$ cat config.mk
export PLATFORM = sky130hd
export DESIGN_NAME = decode_stage
export DESIGN_NICKNAME = d
export VERILOG_FILES = /design/src/rtl/decode_stage.sv
export SDC_FILE = /design/constraint.sdc
export NUM_CORES = 1
export LEC_CHECK = 0
export BUFFER_PORTS_ARGS = -buffer_cell sky130_fd_sc_hd__buf_4
export CORE_MARGIN = 4
export CORE_UTILIZATION = 28
export CTS_BUF_LIST = sky130_fd_sc_hd__clkbuf_4
export CTS_CLUSTER_DIAMETER = 120
export DETAILED_ROUTE_END_ITERATION = 10
export SYNTH_ARGS = -nofsm -noshare
export SYNTH_HDL_FRONTEND = slang
export SYNTH_SLANG_ARGS = --single-unit
$ cat constraint.sdc
create_clock -name CLK -period 6.9 [get_ports CLK]
set_input_delay 1.38 -clock CLK [delete_from_list [all_inputs] [get_ports CLK]]
set_output_delay 1.38 -clock CLK [all_outputs]
set_load 0.01 [all_outputs]
$ cat src/rtl/decode_stage.sv
// decode_stage: IF/ID pipeline register, LEGv8 decoder and ID/EX bundle register.
// Register-file addresses are driven combinationally from the held instruction.
// A small FSM inserts at most one load-use bubble per instruction and applies the
// flush/stall handshake between fetch and execute.
module decode_stage #(
   parameter int PC_W   = 64,
   parameter int DATA_W = 64
) (
   input  logic              CLK,
   input  logic              RESET,
   input  logic              if_valid,
   input  logic [31:0]       if_instr,
   input  logic [PC_W-1:0]   if_pc,
   output logic              if_ready,
   input  logic              flush,
   input  logic              ex_stall,
   input  logic              ex_memread,
   input  logic [4:0]        ex_rd,
   output logic [4:0]        read1,
   output logic [4:0]        read2,
   output logic [4:0]        write_reg,
   output logic              id_valid,
   output logic [PC_W-1:0]   id_pc,
   output logic [DATA_W-1:0] id_imm,
   output logic [4:0]        id_rd,
   output logic              REGWRITE,
   output logic              MEMREAD,
   output logic              MEMWRITE,
   output logic              MEMTOREG,
   output logic              ALUSRC,
   output logic              BRANCH,
   output logic              UNCOND,
   output logic [1:0]        ALUOP,
   output logic              id_illegal
);

   typedef enum logic [1:0] {EMPTY, FULL, BUBBLED} state_t;

   typedef struct packed {
      logic       regwrite;
      logic       memread;
      logic       memwrite;
      logic       memtoreg;
      logic       alusrc;
      logic       branch;
      logic       uncond;
      logic [1:0] aluop;
      logic       illegal;
   } ctrl_t;

   state_t            state, next_state;
   logic [31:0]       instr_q;
   logic [PC_W-1:0]   pc_q;
   ctrl_t             dec_ctrl, ctrl_q;
   logic [DATA_W-1:0] dec_imm;
   logic              uses_rn, uses_rm, uses_rt, is_stur_cbz;
   logic              hazard, capture, issue, bubble;

   // Register-file ports come straight from the held instruction.
   assign read1     = instr_q[9:5];
   assign read2     = is_stur_cbz ? instr_q[4:0] : instr_q[20:16];
   assign write_reg = instr_q[4:0];

   // Decode the held instruction into controls, immediate and source usage.
   always_comb begin
      // NOTE: every signal gets a default first so no path leaves it unassigned, which would infer a latch.
      dec_ctrl    = '0;
      dec_imm     = '0;
      uses_rn     = 1'b0;
      uses_rm     = 1'b0;
      uses_rt     = 1'b0;
      is_stur_cbz = 1'b0;
      if (instr_q[31:21] == 11'b10001011000 || instr_q[31:21] == 11'b11001011000 ||
          instr_q[31:21] == 11'b10001010000 || instr_q[31:21] == 11'b10101010000) begin
         dec_ctrl.regwrite = 1'b1;
         dec_ctrl.aluop    = 2'b10;
         uses_rn           = 1'b1;
         uses_rm           = 1'b1;
      end else if (instr_q[31:22] == 10'b1001000100) begin
         dec_ctrl.regwrite = 1'b1;
         dec_ctrl.alusrc   = 1'b1;
         dec_imm           = {{(DATA_W-12){1'b0}}, instr_q[21:10]};
         uses_rn           = 1'b1;
      end else if (instr_q[31:21] == 11'b11111000010) begin
         dec_ctrl.regwrite = 1'b1;
         dec_ctrl.memread  = 1'b1;
         dec_ctrl.memtoreg = 1'b1;
         dec_ctrl.alusrc   = 1'b1;
         dec_imm           = {{(DATA_W-9){instr_q[20]}}, instr_q[20:12]};
         uses_rn           = 1'b1;
      end else if (instr_q[31:21] == 11'b11111000000) begin
         dec_ctrl.memwrite = 1'b1;
         dec_ctrl.alusrc   = 1'b1;
         dec_imm           = {{(DATA_W-9){instr_q[20]}}, instr_q[20:12]};
         uses_rn           = 1'b1;
         uses_rt           = 1'b1;
         is_stur_cbz       = 1'b1;
      end else if (instr_q[31:24] == 8'b10110100) begin
         dec_ctrl.branch   = 1'b1;
         dec_ctrl.aluop    = 2'b01;
         dec_imm           = {{(DATA_W-19){instr_q[23]}}, instr_q[23:5]};
         uses_rt           = 1'b1;
         is_stur_cbz       = 1'b1;
      end else if (instr_q[31:26] == 6'b000101) begin
         dec_ctrl.uncond   = 1'b1;
         dec_imm           = {{(DATA_W-26){instr_q[25]}}, instr_q[25:0]};
      end else begin
         dec_ctrl.illegal  = 1'b1;
      end
   end

   // Load-use hazard: a source actually read by the held instruction is the pending load target.
   assign hazard = ex_memread && (ex_rd != 5'd31) &&
                   ((uses_rn && instr_q[9:5]   == ex_rd) ||
                    (uses_rm && instr_q[20:16] == ex_rd) ||
                    (uses_rt && instr_q[4:0]   == ex_rd));

   // Next state, fetch handshake and ID/EX load selection.
   always_comb begin
      next_state = state;
      if_ready   = 1'b0;
      capture    = 1'b0;
      issue      = 1'b0;
      bubble     = 1'b0;
      if (RESET) begin
         if_ready = 1'b0;
      end else if (flush) begin
         if_ready   = 1'b1;
         bubble     = 1'b1;
         next_state = EMPTY;
      end else if (!ex_stall) begin
         if (state == EMPTY) begin
            if_ready = 1'b1;
            bubble   = 1'b1;
            if (if_valid) begin
               capture    = 1'b1;
               next_state = FULL;
            end
         end else if (state == FULL && hazard) begin
            bubble     = 1'b1;
            next_state = BUBBLED;
         end else begin
            // FULL without hazard, or BUBBLED (hazard already paid once).
            if_ready   = 1'b1;
            issue      = 1'b1;
            capture    = if_valid;
            next_state = if_valid ? FULL : EMPTY;
         end
      end
   end

   // FSM state register.
   always_ff @(posedge CLK or posedge RESET) begin
      // NOTE: state elements use non-blocking assignments so all registers update together at the edge.
      if (RESET) state <= EMPTY;
      else       state <= next_state;
   end

   // IF/ID register: captures only when fetch is accepted.
   always_ff @(posedge CLK or posedge RESET) begin
      if (RESET) begin
         instr_q <= '0;
         pc_q    <= '0;
      end else if (capture) begin
         instr_q <= if_instr;
         pc_q    <= if_pc;
      end
   end

   // ID/EX register: loads the decoded bundle, a bubble, or holds during a stall.
   always_ff @(posedge CLK or posedge RESET) begin
      if (RESET) begin
         id_valid <= 1'b0;
         id_pc    <= '0;
         id_imm   <= '0;
         id_rd    <= '0;
         ctrl_q   <= '0;
      end else if (bubble) begin
         id_valid <= 1'b0;
         id_pc    <= '0;
         id_imm   <= '0;
         id_rd    <= '0;
         ctrl_q   <= '0;
      end else if (issue) begin
         id_valid <= 1'b1;
         id_pc    <= pc_q;
         id_imm   <= dec_imm;
         id_rd    <= instr_q[4:0];
         ctrl_q   <= dec_ctrl;
      end
   end

   assign REGWRITE   = ctrl_q.regwrite;
   assign MEMREAD    = ctrl_q.memread;
   assign MEMWRITE   = ctrl_q.memwrite;
   assign MEMTOREG   = ctrl_q.memtoreg;
   assign ALUSRC     = ctrl_q.alusrc;
   assign BRANCH     = ctrl_q.branch;
   assign UNCOND     = ctrl_q.uncond;
   assign ALUOP      = ctrl_q.aluop;
   assign id_illegal = ctrl_q.illegal;

endmodule

==> qor.txt, run 1 <==
SETUP PATH
-----------------------------------------------------------------------------------------
Kind of capture point of the worst setup path                                primary output
CP Data Arrival Time                                                              3.62 ns
Worst setup path class                                                       register to primary output
End point of the critical path                                                   if_ready
Slack of the worst reg-to-reg path                                                3.16 ns
Capture instance of the worst register-to-register path                         id_pc[50]
Path depth of the worst reg2reg path                                                    7
Startpoint of the lowest-slack register-to-register path                      instr_q[21]
Critical Path Source Type                                                        register
CP startpoint                                                                 instr_q[21]
Maximum fanout along the worst path                                                    13
Worst EP required                                                                 5.52 ns

POWER
-----------------------------------------------------------------------------------------
Pwr Density                                                                    268 mW/mm²
Worst IR drop on VDD                                                           0.000148 V
Leakage power figure                                                              5.64 nW
Sum of internal, switching and leakage power                                      3.08 mW

LAYOUT
-----------------------------------------------------------------------------------------
Fraction of final layout cells sized beyond drive strength 1                        52.0%
Final Instance Count excl. Fillers                                                   1332
Commonest cells after routing, fill and taps aside                           sky130_fd_sc_hd__buf_4, sky130_fd_sc_hd__dfrtp_1, sky130_fd_sc_hd__clkbuf_4
Post-route core utilization                                                         37.5%
Signed area change from the synthesized netlist to the final layout                 31.9%
Post-route cell area                                                           0.0115 mm²
Number of fill cells in the layout                                                   2988
Most common cell after layout, fill and taps aside                           sky130_fd_sc_hd__buf_4
Final-stage net count                                                                 995

DIE
-----------------------------------------------------------------------------------------
Cell Rows                                                                              64
Standard cell core area                                                        0.0307 mm²
Full die area                                                                  0.0341 mm²
Initial standard-cell utilization of the core                                       28.5%
Die height                                                                         185 µm
Number of primary I/O pins                                                            267
Die X-Extent                                                                       185 µm

TIMING
-----------------------------------------------------------------------------------------
Final cycle utilization of the critical path                                        72.5%
Final setup violation count                                                             0
Slew at the pin closest to its max-slew limit                                     1.25 ns
Final sum of negative setup slack                                                    0 ns
Final worst-path setup slack                                                      1.90 ns
Slew headroom                                                                       16.2%
Minimum clock period                                                              5.00 ns
Unrepaired setup endpoints after global routing                                     false
Worst-case hold slack                                                            0.482 ns
Final Hold Vio Count                                                                    0
Maximum achievable frequency                                                      200 MHz
Max-slew violation total from the final report                                          0
Largest clock skew in the final design                                          0.0431 ns

CLOCKING
-----------------------------------------------------------------------------------------
Master cell of the clock root buffer                                         sky130_fd_sc_hd__clkbuf_4
CTS Buf Count                                                                          58
Post CTS Setup Buffer Count                                                             0
Number of H-tree levels                                                                 2
Clock Sinks                                                                           202
Post-cts repair resize count                                                            0
Clock insertion delay at the later pin of the skew report                         0.67 ns
Clock tree from TritonCTS                                                           built
Clock Path Buffers                                                                      3
Clock Pin Slew Worst Setup and Hold Paths                                         0.07 ns
Count of hold buffers inserted by post-cts repair                                       0

PLACEMENT
-----------------------------------------------------------------------------------------
Number of cells in the design after placement                                        1224
Last weighted congestion value of the routability-driven placer                     0.849
Dpl ws                                                                            2.28 ns
Placed wire-length estimate                                                      16900 µm
Instance area after placement                                                  0.0107 mm²
Port Buffers                                                                          266

SYNTH
-----------------------------------------------------------------------------------------
Cell type with the largest total area after synthesis                        sky130_fd_sc_hd__dfrtp_1
Average size of a mapped cell                                                    13.5 µm²
Sequential-to-total area share from yosys stat                                      57.9%
Proportion of register bits with asynchronous set or reset after synthesis           100%
Cell types with the largest area share after synthesis                       sky130_fd_sc_hd__dfrtp_1, sky130_fd_sc_hd__mux2_2, sky130_fd_sc_hd__a22o_1
Yosys Warn Count                                                                        0
Leading register cell type out of synthesis                                  sky130_fd_sc_hd__dfrtp_1
Synthesized netlist net count                                                         754
Number of standard cells after synthesis                                              647
Count of flip-flops with a built-in enable after synthesis                              0
Number of library cell types mapped by synthesis                                       48
Mapped cell area                                                              0.00873 mm²
FF+latch count, synth                                                                 202
Share of the synthesized area in the top cell type                                  57.9%

GRT
-----------------------------------------------------------------------------------------
Antenna violations before repair                                                        2
GR Util met1                                                                        18.7%
Largest net degree at the start of global routing                                     111
Met3 track demand over resource in global routing                                   6.28%
Met2 Usage GRT                                                                      21.5%
Routing layer with the top usage in global route                                     met2
Overall Global Routing Usage                                                        14.4%
Global route overflow                                                                   0
Global-route wire length before repair                                           38900 µm
Via count of the first global-routing pass                                           6673

DETAILED ROUTING
-----------------------------------------------------------------------------------------
Number of iterations in the first detailed-routing pass                                 6
Count of routing violations after the opening detailed-route iteration                409
Remaining antenna violation count                                                       0
Routed wire length                                                               25200 µm
Average vias per placed instance                                                     4.78
Final routed wire length divided by cell count                                    18.9 µm
Routed vias                                                                          6373
Drc violations                                                                          0

HOLD PATH
-----------------------------------------------------------------------------------------
Path class of the lowest-slack min-delay path                                register to register

FLOW RUN
-----------------------------------------------------------------------------------------
Number of maximum-capacitance violations                                                0

STATUS
-----------------------------------------------------------------------------------------
Result of the run                                                            complete, no violations

cells in the mapped netlist (2+ instances only):
master	n
sky130_fd_sc_hd__nor4b_1	2
sky130_fd_sc_hd__inv_1	3
sky130_fd_sc_hd__nor4_1	3
sky130_fd_sc_hd__buf_2	13
sky130_fd_sc_hd__a21o_1	9
sky130_fd_sc_hd__or3b_2	2
sky130_fd_sc_hd__buf_4	51
sky130_fd_sc_hd__nor3_2	2
sky130_fd_sc_hd__a221o_1	3
sky130_fd_sc_hd__a22oi_1	7
sky130_fd_sc_hd__o41ai_1	3
sky130_fd_sc_hd__a222oi_1	5
sky130_fd_sc_hd__a21oi_1	11
sky130_fd_sc_hd__mux2_2	71
sky130_fd_sc_hd__xor2_1	9
sky130_fd_sc_hd__mux2_4	29
sky130_fd_sc_hd__clkbuf_1	23
sky130_fd_sc_hd__nand3b_1	3
sky130_fd_sc_hd__and3_1	2
sky130_fd_sc_hd__a22o_1	83
sky130_fd_sc_hd__buf_6	6
sky130_fd_sc_hd__dfrtp_1	202
sky130_fd_sc_hd__nor2_1	2
sky130_fd_sc_hd__a221oi_1	7
sky130_fd_sc_hd__xnor2_1	6
sky130_fd_sc_hd__a21boi_0	5
sky130_fd_sc_hd__o21ai_0	21
sky130_fd_sc_hd__nand3_1	2
sky130_fd_sc_hd__nand2_1	32
sky130_fd_sc_hd__or2_2	4
sky130_fd_sc_hd__nor3_1	9
critical path, cell delays in order (launching register included):
cell and delay [ns]:
sky130_fd_sc_hd__dfrtp_1 0.45, sky130_fd_sc_hd__or4b_1 0.60, sky130_fd_sc_hd__nor3_2 0.76, sky130_fd_sc_hd__nor3_1 0.21, sky130_fd_sc_hd__a21o_1 0.21, sky130_fd_sc_hd__a21oi_1 0.44
sky130_fd_sc_hd__a21oi_1 0.14, sky130_fd_sc_hd__buf_4 0.18
power by group:
part / switching (mW) / total (mW) / internal (mW) / leakage, nW
logic: 0.164 / 0.414 / 0.249 / 2.54
clock network: 0.523 / 1.19 / 0.671 / 0.476
registers: 0.145 / 1.47 / 1.33 / 2.62
logic make-up (layout without fill, tap and decap cells):
group	after synthesis	count (layout)	share of synthesized area, %
DFF	202	202	57.9
AOI/OAI and AO/OA	159	159	14.5
muxes	101	101	14.3
buffers and inverters	96	384	7.02
and+or+nand+nor	74	74	4.76
xor gates and xnor gates	15	15	1.51
other	0	1	0
final cells by class:
| cell class | count | area [µm²] | share of cell area [%] |
|---|---|---|---|
| well taps | 396 | 495 | 4.30 |
| flip-flops and latches | 202 | 5050 | 43.9 |
| clock inverters | 16 | 116 | 1.01 |
| repair buffers | 274 | 2060 | 17.9 |
| multi-input cells | 349 | 3080 | 26.8 |
| clock buffers | 91 | 683 | 5.93 |
| inverters | 3 | 18.8 | 0.163 |
| diodes | 1 | 2.50 | 0.0217 |
layer usage:
metal  vias up  share of wire (%)
met3        61                 11
met4         2                2.5
met1      3150                 42
met5         -              0.052
met2       295                 45
li1       2865                  -
worst min-delay path by stage:
stage / endpoint / cells past startpoint / start / slack [ns]
floorplan: id_pc[57] / 1 / pc_q[57] / 0.46
global placement: id_pc[53] / 1 / pc_q[53] / 0.47
detailed placement: id_valid / 2 / id_valid / 0.47
CTS: id_pc[25] / 1 / pc_q[25] / 0.48
global route: id_pc[24] / 1 / pc_q[24] / 0.51
finish: id_imm[17] / 2 / id_imm[17] / 0.48
state kept, by name, indices dropped and copies added, names as in the netlist:
signal	flops
id_rd	5
id_illegal	1
id_imm	26
MEMWRITE	1
REGWRITE	1
UNCOND	1
pc_q	64
MEMREAD	1
id_valid	1
id_pc	64
instr_q	32
state	2
ALUOP	2
ALUSRC	1
No activity file was read; power rests on OpenSTA's default activity.
==> run 2, diff against run 1 <==
==> constraint.sdc (replaced) <==
create_clock -name CLK -period 4.01 [get_ports CLK]
set_input_delay 0.802 -clock CLK [delete_from_list [all_inputs] [get_ports CLK]]
set_output_delay 0.802 -clock CLK [all_outputs]
set_load 0.01 [all_outputs]
==> run 2 against run 1 <==
  * Setup slack got worse by 1.7 ns
  * Global-route usage up 0.22 points
  * Routed wire length rose by 2.3%
  * Design area increased by 0.46%
  * Critical path type unchanged
  * Final cell count hardly changed
  * Count of clock-buffer cells in the layout down 13
  * Core utilization is 0.17 points higher
==> qor.txt, run 2 (synthesis results as in run 1) <==
DIE
-------------------------------------------------------------------------------------
Die X-Extent                                                                   185 µm   unchanged
Standard cell core area                                                    0.0307 mm²   unchanged
Die height                                                                     185 µm   unchanged
Number of primary I/O pins                                                        267   unchanged
Initial standard-cell utilization of the core                                   28.5%   unchanged
Full die area                                                              0.0341 mm²   unchanged
Cell Rows                                                                          64   unchanged

GRT
-------------------------------------------------------------------------------------
Global-route wire length before repair                                       39100 µm   +0.44%
Antenna violations before repair                                                    2   unchanged
Global route overflow                                                               0   unchanged
Via count of the first global-routing pass                                       6690   +0.25%
Overall Global Routing Usage                                                    14.6%   +0.22 points
Largest net degree at the start of global routing                                  98   -12%

TIMING
-------------------------------------------------------------------------------------
Final sum of negative setup slack                                                0 ns   unchanged
Worst-case hold slack                                                        0.151 ns   -0.332 ns
Slew headroom                                                                   20.2%   +3.9 points
Final cycle utilization of the critical path                                    94.8%
Slew at the pin closest to its max-slew limit                                 1.19 ns   -0.0543 ns
Final Hold Vio Count                                                                0   unchanged
Maximum achievable frequency                                                  263 MHz
Unrepaired setup endpoints after global routing                                 false
Max-slew violation total from the final report                                      0   unchanged
Final setup violation count                                                         0   unchanged
Largest clock skew in the final design                                      0.0579 ns   +0.0149 ns
Minimum clock period                                                          3.80 ns

FLOW RUN
-------------------------------------------------------------------------------------
Number of maximum-capacitance violations                                            0   unchanged

SETUP PATH
-------------------------------------------------------------------------------------
Critical Path Source Type                                                    register
Worst EP required                                                             3.21 ns   -2.31 ns
Startpoint of the lowest-slack register-to-register path                  instr_q[22]
Maximum fanout along the worst path                                                 9   -4
Worst setup path class                                                   register to primary output
Kind of capture point of the worst setup path                            primary output
CP startpoint                                                             instr_q[22]
CP Data Arrival Time                                                          3.00 ns   -0.62 ns
Path depth of the worst reg2reg path                                                8   +1

CLOCKING
-------------------------------------------------------------------------------------
Master cell of the clock root buffer                                     sky130_fd_sc_hd__clkbuf_4
Clock Path Buffers                                                                  3   unchanged
Count of hold buffers inserted by post-cts repair                                   0   unchanged
Number of H-tree levels                                                             2   unchanged
Clock tree from TritonCTS                                                       built
Clock Sinks                                                                       202   unchanged
Clock Pin Slew Worst Setup and Hold Paths                                     0.06 ns   about the same
CTS Buf Count                                                                      58   unchanged
Post CTS Setup Buffer Count                                                         0   unchanged
Clock insertion delay at the later pin of the skew report                     0.69 ns   +0.02 ns

DETAILED ROUTING
-------------------------------------------------------------------------------------
Routed wire length                                                           25800 µm   +2.3%
Routed vias                                                                      6397   +0.38%
Average vias per placed instance                                                 4.80   +0.30%
Final routed wire length divided by cell count                                19.3 µm   +2.2%
Number of iterations in the first detailed-routing pass                             8   +2
Remaining antenna violation count                                                   0   unchanged
Count of routing violations after the opening detailed-route iteration            527   +29%
Drc violations                                                                      0   unchanged

PLACEMENT
-------------------------------------------------------------------------------------
Port Buffers                                                                      266   unchanged
Placed wire-length estimate                                                  17900 µm   +5.6%
Last weighted congestion value of the routability-driven placer                 0.822   -3.1%

LAYOUT
-------------------------------------------------------------------------------------
Final-stage net count                                                            1002   +0.70%
Signed area change from the synthesized netlist to the final layout             32.5%
Fraction of final layout cells sized beyond drive strength 1                    51.5%   -0.48 points
Most common cell after layout, fill and taps aside                       sky130_fd_sc_hd__buf_4
Commonest cells after routing, fill and taps aside                       sky130_fd_sc_hd__buf_4, sky130_fd_sc_hd__dfrtp_1, sky130_fd_sc_hd__a22o_1
Largest registers                                                        id_pc x64, pc_q x64, instr_q x32

HOLD PATH
-------------------------------------------------------------------------------------
Path class of the lowest-slack min-delay path                            input pin to async pin

POWER
-------------------------------------------------------------------------------------
Pwr Density                                                                450 mW/mm²   +68%
Worst IR drop on VDD                                                       0.000286 V   +93%
Sum of internal, switching and leakage power                                  5.20 mW   +69%
Leakage power figure                                                          5.63 nW   about the same

STATUS
-------------------------------------------------------------------------------------
Result of the run                                                        complete, no violations

run 2: cell count changes in the layout (fill, tap and decap cells not counted), moves of 2 or more:
cell	before	now
sky130_fd_sc_hd__buf_12	0	5
sky130_fd_sc_hd__buf_4	274	276
sky130_fd_sc_hd__clkinvlp_4	0	2
sky130_fd_sc_hd__clkinv_1	11	18
sky130_fd_sc_hd__clkbuf_4	91	78
run 2: cell type report:
type	instances	area, µm²
Sequential cell	202	5050
Tap cell	396	495
Timing Repair Buffer	281	2170
Clock inverter	23	145
Clock buffer	78	586
Multi-Input combinational cell	349	3090
Inverter	3	15.0
Fill cell	3004	19100
Antenna cell	1	2.50
run 2: power by group:
group	leakage [nW]	internal (mW)	switching, mW	total, mW
clock	0.423	1.03	0.899	1.93
sequential	2.62	2.28	0.250	2.54
combinational	2.59	0.440	0.304	0.744
run 2: per-layer routing:
metal	vias to the layer above	share of wire, %	routed length [µm]	GRT usage [%]
li1	2865	-	-	-
met1	3174	43	11000	19.4
met2	294	44	11400	21.6
met3	62	11	2730	5.88
met4	2	2.5	634	5.18
met5	-	0.050	13	0
run 2: path summary, 6_finish.rpt:
| path | slack (ns) | to |
|---|---|---|
| max in group asynchronous | 2.99 | instr_q[16] |
| min in group CLK | 0.35 | pc_q[34] |
| worst max-delay path | 0.21 | if_ready |
| worst max register to register | 0.69 | id_rd[0] |
| worst min-delay path | 0.15 | pc_q[0] |
| worst min register to register | 0.48 | id_pc[37] |
run 2: metrics by stage:
| step | setup WS, ns | utilization (%) | std cells | area (µm²) |
|---|---|---|---|---|
| 6_report | 0.210 | 37.7 | 1333 | 11600 |
| 3_3_place_gp | 0.553 | 35.3 | 1231 | 10800 |
| 3_5_place_dp | 0.477 | 35.3 | 1231 | 10800 |
| 4_1_cts | 0.0449 | 37.7 | 1332 | 11600 |
| 2_1_floorplan | 0.592 | - | 647 | 8730 |
| 5_1_grt | 0.0528 | 37.7 | 1333 | 11600 |
run 2: critical path, cell delays in order, from the launching register on:
cell                      delay, ns
sky130_fd_sc_hd__dfrtp_1       0.50
sky130_fd_sc_hd__or4b_4        0.60
sky130_fd_sc_hd__or4_4         0.57
sky130_fd_sc_hd__a21o_1        0.19
sky130_fd_sc_hd__a21oi_2       0.22
sky130_fd_sc_hd__a21oi_1       0.10
sky130_fd_sc_hd__buf_4         0.17
run 2: what timing repair did:
item | 4_1_cts | 5_1_grt
setup endpoints to repair | 1 | 1
hold endpoints to repair | 0 | 0
resized for setup | 1 | 1
pin swaps | 0 | 0
